## src/rtl/reg_file_sb_pkg.sv

```systemverilog
// ----------------------------------------------------------------------------
// reg_file_sb_pkg
// Shared declarations for the register file with scoreboard:
//   - dump_state_e : states of the debug dump scanner (IDLE, SCAN)
//   - addr_w_of()  : address width needed to index a given register count
//   - pend_max_of(): saturation value of a pending-write counter of given width
// ----------------------------------------------------------------------------
package reg_file_sb_pkg;

    typedef enum logic [0:0] {
        DUMP_IDLE = 1'b0,
        DUMP_SCAN = 1'b1
    } dump_state_e;

    // A single-entry file still needs one address bit to keep vectors legal.
    function automatic int unsigned addr_w_of(input int unsigned num_regs);
        int unsigned w;
        if (num_regs > 32'd1) begin
            w = $clog2(num_regs);
        end else begin
            w = 32'd1;
        end
        return w;
    endfunction

    function automatic int unsigned pend_max_of(input int unsigned pend_w);
        return (32'd1 << pend_w) - 32'd1;
    endfunction

endpackage

```

## src/rtl/reg_pend_ctr.sv

```systemverilog
// ----------------------------------------------------------------------------
// reg_pend_ctr
// Saturating up/down counter tracking outstanding writes to one register.
//   clk, rst : clock, synchronous active-high reset (count -> 0)
//   inc      : accepted reservation for this register
//   dec      : write-back to this register
//   cnt      : current number of outstanding writes
// inc and dec together leave the count unchanged. The counter never wraps:
// a dec at zero and an inc at all-ones both hold.
// ----------------------------------------------------------------------------
module reg_pend_ctr
    import reg_file_sb_pkg::*;
#(
    parameter int PEND_W = 2
) (
    input  logic              clk,
    input  logic              rst,
    input  logic              inc,
    input  logic              dec,
    output logic [PEND_W-1:0] cnt
);

    localparam logic [PEND_W-1:0] CNT_MAX  = PEND_W'(pend_max_of(PEND_W));
    localparam logic [PEND_W-1:0] CNT_ZERO = {PEND_W{1'b0}};
    localparam logic [PEND_W-1:0] CNT_ONE  = PEND_W'(1'b1);

    logic [PEND_W-1:0] cnt_r;
    logic [PEND_W-1:0] cnt_nx_s;

    // Next count: inc-only counts up, dec-only counts down, both or neither hold.
    always_comb begin
        cnt_nx_s = cnt_r;
        case ({inc, dec})
            2'b10: begin
                if (cnt_r != CNT_MAX) begin
                    cnt_nx_s = cnt_r + CNT_ONE;
                end else begin
                    cnt_nx_s = cnt_r;
                end
            end
            2'b01: begin
                if (cnt_r != CNT_ZERO) begin
                    cnt_nx_s = cnt_r - CNT_ONE;
                end else begin
                    cnt_nx_s = cnt_r;
                end
            end
            default: cnt_nx_s = cnt_r;
        endcase
    end

    // Count register.
    always_ff @(posedge clk) begin
        if (rst) begin
            cnt_r <= CNT_ZERO;
        end else begin
            cnt_r <= cnt_nx_s;
        end
    end

    assign cnt = cnt_r;

endmodule

```

## src/rtl/reg_file_sb.sv

```systemverilog
// ----------------------------------------------------------------------------
// reg_file_sb
// Decode-stage register file with per-register pending-write scoreboard and
// a handshaked debug dump port.
//   clk, rst               : clock, synchronous active-high reset
//   rd_addr1/2, src_vld1/2 : source addresses and "source is used" qualifiers
//   rd_data1/2             : source data, write-back bypassed (combinational)
//   rsv_en/rsv_addr/rsv_rdy: destination reservation at issue; rsv_rdy low
//                            means the reservation was dropped and must be held
//   wb_en/wb_addr/wb_data  : write-back port
//   hazard                 : a used source still waits on a pending write
//   dump_start             : begin a full-state scan
//   dump_valid/ready/addr/data/done : scan output stream, done pulses once
//                            in the cycle after the last word is accepted
// ----------------------------------------------------------------------------
module reg_file_sb
    import reg_file_sb_pkg::*;
#(
    parameter int DATA_W   = 32,
    parameter int NUM_REGS = 16,
    parameter int ADDR_W   = addr_w_of(NUM_REGS),
    parameter int PEND_W   = 2,
    parameter bit ZERO_REG = 1'b0
) (
    input  logic              clk,
    input  logic              rst,
    input  logic [ADDR_W-1:0] rd_addr1,
    input  logic [ADDR_W-1:0] rd_addr2,
    input  logic              src_vld1,
    input  logic              src_vld2,
    output logic [DATA_W-1:0] rd_data1,
    output logic [DATA_W-1:0] rd_data2,
    input  logic              rsv_en,
    input  logic [ADDR_W-1:0] rsv_addr,
    output logic              rsv_rdy,
    input  logic              wb_en,
    input  logic [ADDR_W-1:0] wb_addr,
    input  logic [DATA_W-1:0] wb_data,
    output logic              hazard,
    input  logic              dump_start,
    output logic              dump_valid,
    input  logic              dump_ready,
    output logic [ADDR_W-1:0] dump_addr,
    output logic [DATA_W-1:0] dump_data,
    output logic              dump_done
);

    localparam logic [PEND_W-1:0] CNT_FULL  = PEND_W'(pend_max_of(PEND_W));
    localparam logic [PEND_W-1:0] CNT_ZERO  = {PEND_W{1'b0}};
    localparam logic [PEND_W-1:0] CNT_ONE   = PEND_W'(1'b1);
    localparam logic [ADDR_W-1:0] ADDR_ZERO = {ADDR_W{1'b0}};
    localparam logic [ADDR_W-1:0] ADDR_ONE  = ADDR_W'(1'b1);
    localparam logic [ADDR_W-1:0] LAST_ADDR = ADDR_W'(NUM_REGS - 1);

    logic [DATA_W-1:0] regs_r [NUM_REGS];
    logic [PEND_W-1:0] cnt_s  [NUM_REGS];
    logic [NUM_REGS-1:0] inc_s;
    logic [NUM_REGS-1:0] dec_s;
    logic              wb_we_s;

    dump_state_e       state_r;
    dump_state_e       state_nx_s;
    logic              dump_valid_r;
    logic              dump_valid_nx_s;
    logic              dump_done_r;
    logic              dump_done_nx_s;
    logic [ADDR_W-1:0] dump_addr_r;
    logic [ADDR_W-1:0] dump_addr_nx_s;
    logic [DATA_W-1:0] dump_data_r;
    logic [DATA_W-1:0] dump_data_nx_s;
    logic [ADDR_W-1:0] fetch_addr_s;
    logic [DATA_W-1:0] fetch_data_s;

    // Architectural value of one register as seen this cycle: hardwired zero,
    // then an in-flight write-back, then storage.
    function automatic logic [DATA_W-1:0] byp_read(
        input logic [ADDR_W-1:0] addr,
        input logic [DATA_W-1:0] stored,
        input logic              we,
        input logic [ADDR_W-1:0] waddr,
        input logic [DATA_W-1:0] wdata
    );
        logic [DATA_W-1:0] val;
        if (ZERO_REG && (addr == ADDR_ZERO)) begin
            val = {DATA_W{1'b0}};
        end else if (we && (waddr == addr)) begin
            val = wdata;
        end else begin
            val = stored;
        end
        return val;
    endfunction

    // A source blocks if writes remain pending after any write-back this
    // cycle retires one of them.
    function automatic logic src_blocked(
        input logic              vld,
        input logic [PEND_W-1:0] cnt,
        input logic              wb_hit
    );
        logic blk;
        if (!vld) begin
            blk = 1'b0;
        end else if (wb_hit) begin
            blk = (cnt > CNT_ONE);
        end else begin
            blk = (cnt != CNT_ZERO);
        end
        return blk;
    endfunction

    assign wb_we_s = wb_en & ~(ZERO_REG & (wb_addr == ADDR_ZERO));

    // Storage: reset to the index pattern, then written by write-back.
    always_ff @(posedge clk) begin
        if (rst) begin
            for (int i = 0; i < NUM_REGS; i++) begin
                regs_r[i] <= DATA_W'(i);
            end
        end else if (wb_we_s) begin
            regs_r[wb_addr] <= wb_data;
        end else begin
            regs_r <= regs_r;
        end
    end

    assign rd_data1 = byp_read(rd_addr1, regs_r[rd_addr1], wb_we_s, wb_addr, wb_data);
    assign rd_data2 = byp_read(rd_addr2, regs_r[rd_addr2], wb_we_s, wb_addr, wb_data);

    // rsv_rdy looks only at the stored count: a full counter refuses a new
    // reservation even if a write-back to it lands in the same cycle.
    assign rsv_rdy = ~rsv_en | (cnt_s[rsv_addr] != CNT_FULL);

    for (genvar g = 0; g < NUM_REGS; g++) begin : g_ctr
        localparam bit COUNTED = !(ZERO_REG && (g == 0));
        assign inc_s[g] = COUNTED && rsv_en && rsv_rdy && (rsv_addr == ADDR_W'(g));
        assign dec_s[g] = COUNTED && wb_en && (wb_addr == ADDR_W'(g));

        reg_pend_ctr #(
            .PEND_W (PEND_W)
        ) u_ctr (
            .clk (clk),
            .rst (rst),
            .inc (inc_s[g]),
            .dec (dec_s[g]),
            .cnt (cnt_s[g])
        );
    end

    // The same-cycle reservation is not part of cnt_s yet, so an instruction
    // never stalls on its own destination.
    assign hazard = src_blocked(src_vld1, cnt_s[rd_addr1], dec_s[rd_addr1])
                  | src_blocked(src_vld2, cnt_s[rd_addr2], dec_s[rd_addr2]);

    // Address of the word the scanner would latch next: 0 when starting,
    // otherwise the one after the word currently presented.
    always_comb begin
        if (state_r == DUMP_SCAN) begin
            fetch_addr_s = dump_addr_r + ADDR_ONE;
        end else begin
            fetch_addr_s = ADDR_ZERO;
        end
    end

    assign fetch_data_s = byp_read(fetch_addr_s, regs_r[fetch_addr_s], wb_we_s, wb_addr, wb_data);

    // Dump scanner next state; the presented word is a snapshot and only
    // changes on a handshake.
    always_comb begin
        state_nx_s      = state_r;
        dump_addr_nx_s  = dump_addr_r;
        dump_data_nx_s  = dump_data_r;
        dump_valid_nx_s = dump_valid_r;
        dump_done_nx_s  = 1'b0;
        case (state_r)
            DUMP_IDLE: begin
                if (dump_start) begin
                    state_nx_s      = DUMP_SCAN;
                    dump_addr_nx_s  = ADDR_ZERO;
                    dump_data_nx_s  = fetch_data_s;
                    dump_valid_nx_s = 1'b1;
                end else begin
                    dump_valid_nx_s = 1'b0;
                end
            end
            DUMP_SCAN: begin
                if (dump_valid_r && dump_ready) begin
                    if (dump_addr_r == LAST_ADDR) begin
                        state_nx_s      = DUMP_IDLE;
                        dump_valid_nx_s = 1'b0;
                        dump_done_nx_s  = 1'b1;
                    end else begin
                        dump_addr_nx_s = fetch_addr_s;
                        dump_data_nx_s = fetch_data_s;
                    end
                end else begin
                    state_nx_s = DUMP_SCAN;
                end
            end
            default: begin
                state_nx_s      = DUMP_IDLE;
                dump_valid_nx_s = 1'b0;
            end
        endcase
    end

    // Dump scanner registers; all outputs of the port are registered.
    always_ff @(posedge clk) begin
        if (rst) begin
            state_r      <= DUMP_IDLE;
            dump_addr_r  <= ADDR_ZERO;
            dump_data_r  <= {DATA_W{1'b0}};
            dump_valid_r <= 1'b0;
            dump_done_r  <= 1'b0;
        end else begin
            state_r      <= state_nx_s;
            dump_addr_r  <= dump_addr_nx_s;
            dump_data_r  <= dump_data_nx_s;
            dump_valid_r <= dump_valid_nx_s;
            dump_done_r  <= dump_done_nx_s;
        end
    end

    assign dump_valid = dump_valid_r;
    assign dump_done  = dump_done_r;
    assign dump_addr  = dump_addr_r;
    assign dump_data  = dump_data_r;

endmodule

```

## config.mk

```make
export PLATFORM = sky130hd
export DESIGN_NAME = reg_file_sb
export DESIGN_NICKNAME = d
export VERILOG_FILES = /design/src/rtl/reg_file_sb_pkg.sv /design/src/rtl/reg_pend_ctr.sv /design/src/rtl/reg_file_sb.sv
export SDC_FILE = /design/constraint.sdc
export NUM_CORES = 2
export LEC_CHECK = 0
export BUFFER_PORTS_ARGS = -buffer_cell sky130_fd_sc_hd__buf_2
export CELL_PAD_IN_SITES_DETAIL_PLACEMENT = 1
export CELL_PAD_IN_SITES_GLOBAL_PLACEMENT = 1
export CORE_UTILIZATION = 45
export CTS_BUF_LIST = sky130_fd_sc_hd__clkbuf_2 sky130_fd_sc_hd__clkbuf_4 sky130_fd_sc_hd__clkbuf_8
export CTS_CLUSTER_SIZE = 28
export DETAILED_ROUTE_END_ITERATION = 8
export PLACE_DENSITY = 0.79
export SETUP_SLACK_MARGIN = 0.15
export SLEW_MARGIN = 20
export SYNTH_ARGS = -nofsm -noshare
export SYNTH_HDL_FRONTEND = slang
export SYNTH_HIERARCHICAL = 1
export SYNTH_SLANG_ARGS = --single-unit
```

## constraint.sdc

```tcl
create_clock -name clk -period 4.6 [get_ports clk]
set_input_delay 0.92 -clock clk [delete_from_list [all_inputs] [get_ports clk]]
set_output_delay 0.92 -clock clk [all_outputs]
set_load 0.01 [all_outputs]
```

==> flow_results.org <==
** Critical path
- For the worst setup path, the data required time is 3.68 ns.
- Type of the worst setup path :: in -> out
- In this run the register-to-register setup slack is just over 1 ns.
- At the worst endpoint, the arrival time is 3.31 ns.
- Endpoint kind of the worst setup timing path :: output port
- Along the worst path, the maximum fanout reaches 63.
- Critical Path Start Type :: primary input

** Logic synthesis
- Of the synthesized area, sequential elements account for 33.2%.
- Summing every instance area after synthesis gives 35200 µm².
- Number of distinct library cell variants in the gate-level netlist after synthesis :: 62
- Synthesis-stage register bit count :: 583
- A synthesized cell averages ~8.7 µm².
- Post-synth EDFFs :: 0
- Syn_nets :: a little over 4000
- Most instantiated flip-flop cell in the synthesis netlist :: sky130_fd_sc_hd__dfxtp_1
- Cells after synthesis :: around 4100
- Post-synthesis async set-or-reset flop share :: 0%
- For this run, the number of Yosys warnings is 6.

** Place
- Post-DP HPWL :: 85400 µm
- Routability Congestion :: 0.875
- The count of buffers added on input and output ports is between 150 and 200.

** Clock network
- The longest clock path from root to sink contains 3 buffers.
- Hold repair after CTS inserted 0 buffers.
- Buffers inserted during clock tree synthesis total 101.
- Clock latency on the worst-skew pair, taken at its later pin, is 0.75 ns.
- After clock tree synthesis, the repair step resized 0 gates.
- Post-CTS Setup Repair Bufs :: 0
- The clock drives between 500 and 600 sinks.
- TritonCTS built the clock tree.
- CTS placed an instance of sky130_fd_sc_hd__clkbuf_8 at the clock tree root.
- H-tree depth reported by CTS :: 3
- Reg clk slew, reported paths :: 0.06 ns

** Floorplan
- The floorplan step set the die height to 282 µm.
- Core region area :: between 70000 and 80000 µm²
- I/O pins :: 160
- Initial Util :: between 40% and 50%
- The floorplan step defined a die boundary enclosing 79300 µm².
- From left edge to right edge, the die measures 282 µm.
- The floorplan has 102 rows.

** Detailed routing
- The routed design has 145000 µm of wire.
- Using the TritonRoute via totals, the vias-per-cell ratio works out to around 6.7.
- The detail route stage leaves a number of antenna-violating nets equal to 0.
- For this run, design rule violations remaining after detail routing come to 0.
- Initial DRC Count :: 4064
- Detailed routing inserted a total of 34300 vias.
- Average routed wire per standard cell :: ~28 µm
- For this run, the detailed router's first-pass iteration total came to 5.

** Timing
- The final count of hold timing violations came to 0.
- Setup clock skew after layout :: 0.0489 ns
- The clock period could shrink to 4.23 ns.
- Worst hold slack :: about 0.46 ns
- The number of slew-limit violations in the final report came to 0.
- Setup violations remaining at the end of the flow were counted as 0.
- The final critical path takes up 92.0% of the cycle.
- Max_slew headroom :: 27.4%
- Upper clock frequency limit :: 0.236 GHz
- Setup repair after global routing left no endpoint under its margin.
- Setup TNS after final layout :: 0 ns
- For the pin with the worst max-slew slack, the measured transition is 1.09 ns.

** Global routing
- The number of antenna violations at the first check in global routing came to 2.
- Largest net degree at the start of global routing :: 192
- Summed over all layers, the global routing overflow is 0.
- The via count of the first global-routing pass was 34100.
- Global-route wire length before repair :: 216000 µm
- Total global routing track utilization :: 36.2%

** Layout
- The multi-input combinational cells in the finished layout cover a total of approximately 22000 µm².
- The library cell used most frequently in the layout, excluding fill and tap cells, is sky130_fd_sc_hd__nand2_1.
- Layout fillers :: 9000
- Final net count :: 4065
- Relative to the synthesized area, the layout overhead comes to 10.8%.
- Of the cells placed in the final design, the portion with a size suffix greater than 1 is 22.9%.
- The sequential cells in the finished layout cover a total of 11700 µm².
- Commonest cells after routing, fill and taps aside :: 1316 x sky130_fd_sc_hd__nand2_1, 582 x sky130_fd_sc_hd__dfxtp_1, 505 x sky130_fd_sc_hd__a21oi_1

** Hold path
- Path class of the lowest-slack min-delay path :: in -> reg

** Power
- Leakage dissipation :: 13.2 nW
- Maximum vdd ir drop :: slightly below 0.0002 V
- Cell area power density :: 302 nW/µm²

** Run status
- The flow ran to the end, and the final reports show no timing, DRC or antenna violations.

** Flow run
- Number of maximum-capacitance violations :: 0
## worst paths after layout
path,from,endpoint,cells past startpoint
min,dump_start,state_r,3
max reg2reg,dump_addr[0],dump_data[8],8
min reg2reg,dump_data[7],dump_data[7],1
max,rd_addr2[0],rd_data2[31],6
## final cells by class
| cell class | count | share of cell area, % |
|---|---|---|
| Clock buffer | 167 | 5.32 |
| Sequential cell | 583 | 29.9 |
| Inverter | 28 | 0.273 |
| Timing Repair Buffer | 264 | 5.16 |
| Clock inverter | 21 | 0.427 |
| Antenna cell | 2 | 0.0128 |
| Multi-Input combinational cell | 3028 | 55.5 |
| Tap cell | 1040 | 3.34 |
## per-layer routing
layer	global-route usage [%]	part of all wire, %
met1	46.6	38
met2	57.9	46
met3	6.26	9.6
met4	19.9	5.5
met5	0	0.0083
## through the flow
stage / power (mW) / worst slack [ns] / cell area [µm²] / instances / utilization [%]
2_1_floorplan: 6.09 / 0.792 / 35200 / 4063 / -
3_3_place_gp: 6.51 / 0.391 / 36800 / 4943 / 47.4
3_5_place_dp: 6.55 / 0.359 / 36800 / 4943 / 47.4
4_1_cts: 11.8 / 0.361 / 39000 / 5131 / 50.3
5_1_grt: 12.1 / 0.280 / 39000 / 5132 / 50.3
6_report: 11.8 / 0.366 / 39000 / 5133 / 50.3
## state kept, by name (all words and copies together) (netlist names)
name	count
g_ctr.u_ctr/cnt	32
dump_done	1
regs_r	512
dump_valid	1
state_r	1
dump_data	32
dump_addr	4
## worst max-delay path: stages
cell and delay [ns]:
sky130_fd_sc_hd__buf_8 0.57, sky130_fd_sc_hd__buf_12 0.27, sky130_fd_sc_hd__mux4_2 0.52, sky130_fd_sc_hd__mux4_2 0.54
sky130_fd_sc_hd__mux2_2 0.30, sky130_fd_sc_hd__buf_2 0.14
## kinds of logic after synthesis
family | after synthesis | share of synthesized area (%)
flops | 583 | 33.2
fa+ha+maj | 3 | 0.107
compound gates | 885 | 15.2
mux | 424 | 25.0
xor+xnor | 11 | 0.274
buf+inv | 452 | 5.56
simple gates | 1705 | 20.7
## cell usage after synthesis, types with 5 or more instances
| master | count | area [µm²] |
|---|---|---|
| sky130_fd_sc_hd__nor3_1 | 10 | 50.1 |
| sky130_fd_sc_hd__or2_2 | 6 | 37.5 |
| sky130_fd_sc_hd__nand2_1 | 1321 | 4960 |
| sky130_fd_sc_hd__a211oi_1 | 133 | 998 |
| sky130_fd_sc_hd__buf_4 | 7 | 52.6 |
| sky130_fd_sc_hd__nor2_1 | 49 | 184 |
| sky130_fd_sc_hd__dfxtp_1 | 583 | 11700 |
| sky130_fd_sc_hd__xnor2_1 | 6 | 52.6 |
| sky130_fd_sc_hd__buf_1 | 55 | 206 |
| sky130_fd_sc_hd__buf_2 | 92 | 460 |
| sky130_fd_sc_hd__xor2_1 | 5 | 43.8 |
| sky130_fd_sc_hd__nand3_1 | 22 | 110 |
| sky130_fd_sc_hd__nand2b_1 | 42 | 263 |
| sky130_fd_sc_hd__o21ai_1 | 30 | 150 |
| sky130_fd_sc_hd__mux2_2 | 64 | 721 |
| sky130_fd_sc_hd__mux4_2 | 358 | 8060 |
| sky130_fd_sc_hd__a221o_1 | 32 | 320 |
| sky130_fd_sc_hd__buf_6 | 16 | 180 |
| sky130_fd_sc_hd__nand3b_1 | 49 | 368 |
| sky130_fd_sc_hd__a221oi_2 | 15 | 225 |
| sky130_fd_sc_hd__and2_0 | 30 | 188 |
| sky130_fd_sc_hd__clkbuf_1 | 254 | 953 |
| sky130_fd_sc_hd__a31oi_1 | 129 | 807 |
| sky130_fd_sc_hd__nor2b_1 | 148 | 926 |
| sky130_fd_sc_hd__o21ai_0 | 14 | 70.1 |
| sky130_fd_sc_hd__inv_1 | 24 | 90.1 |
| sky130_fd_sc_hd__a21oi_1 | 505 | 2530 |
## power by group
part,internal [mW],leakage [nW],switching (mW),total [mW]
clock network,2.95,1.20,2.36,5.32
registers,5.12,4.71,0.0814,5.20
logic,0.437,7.30,0.830,1.27
total,8.51,13.2,3.28,11.8
Power figures use the tool's default switching activity.
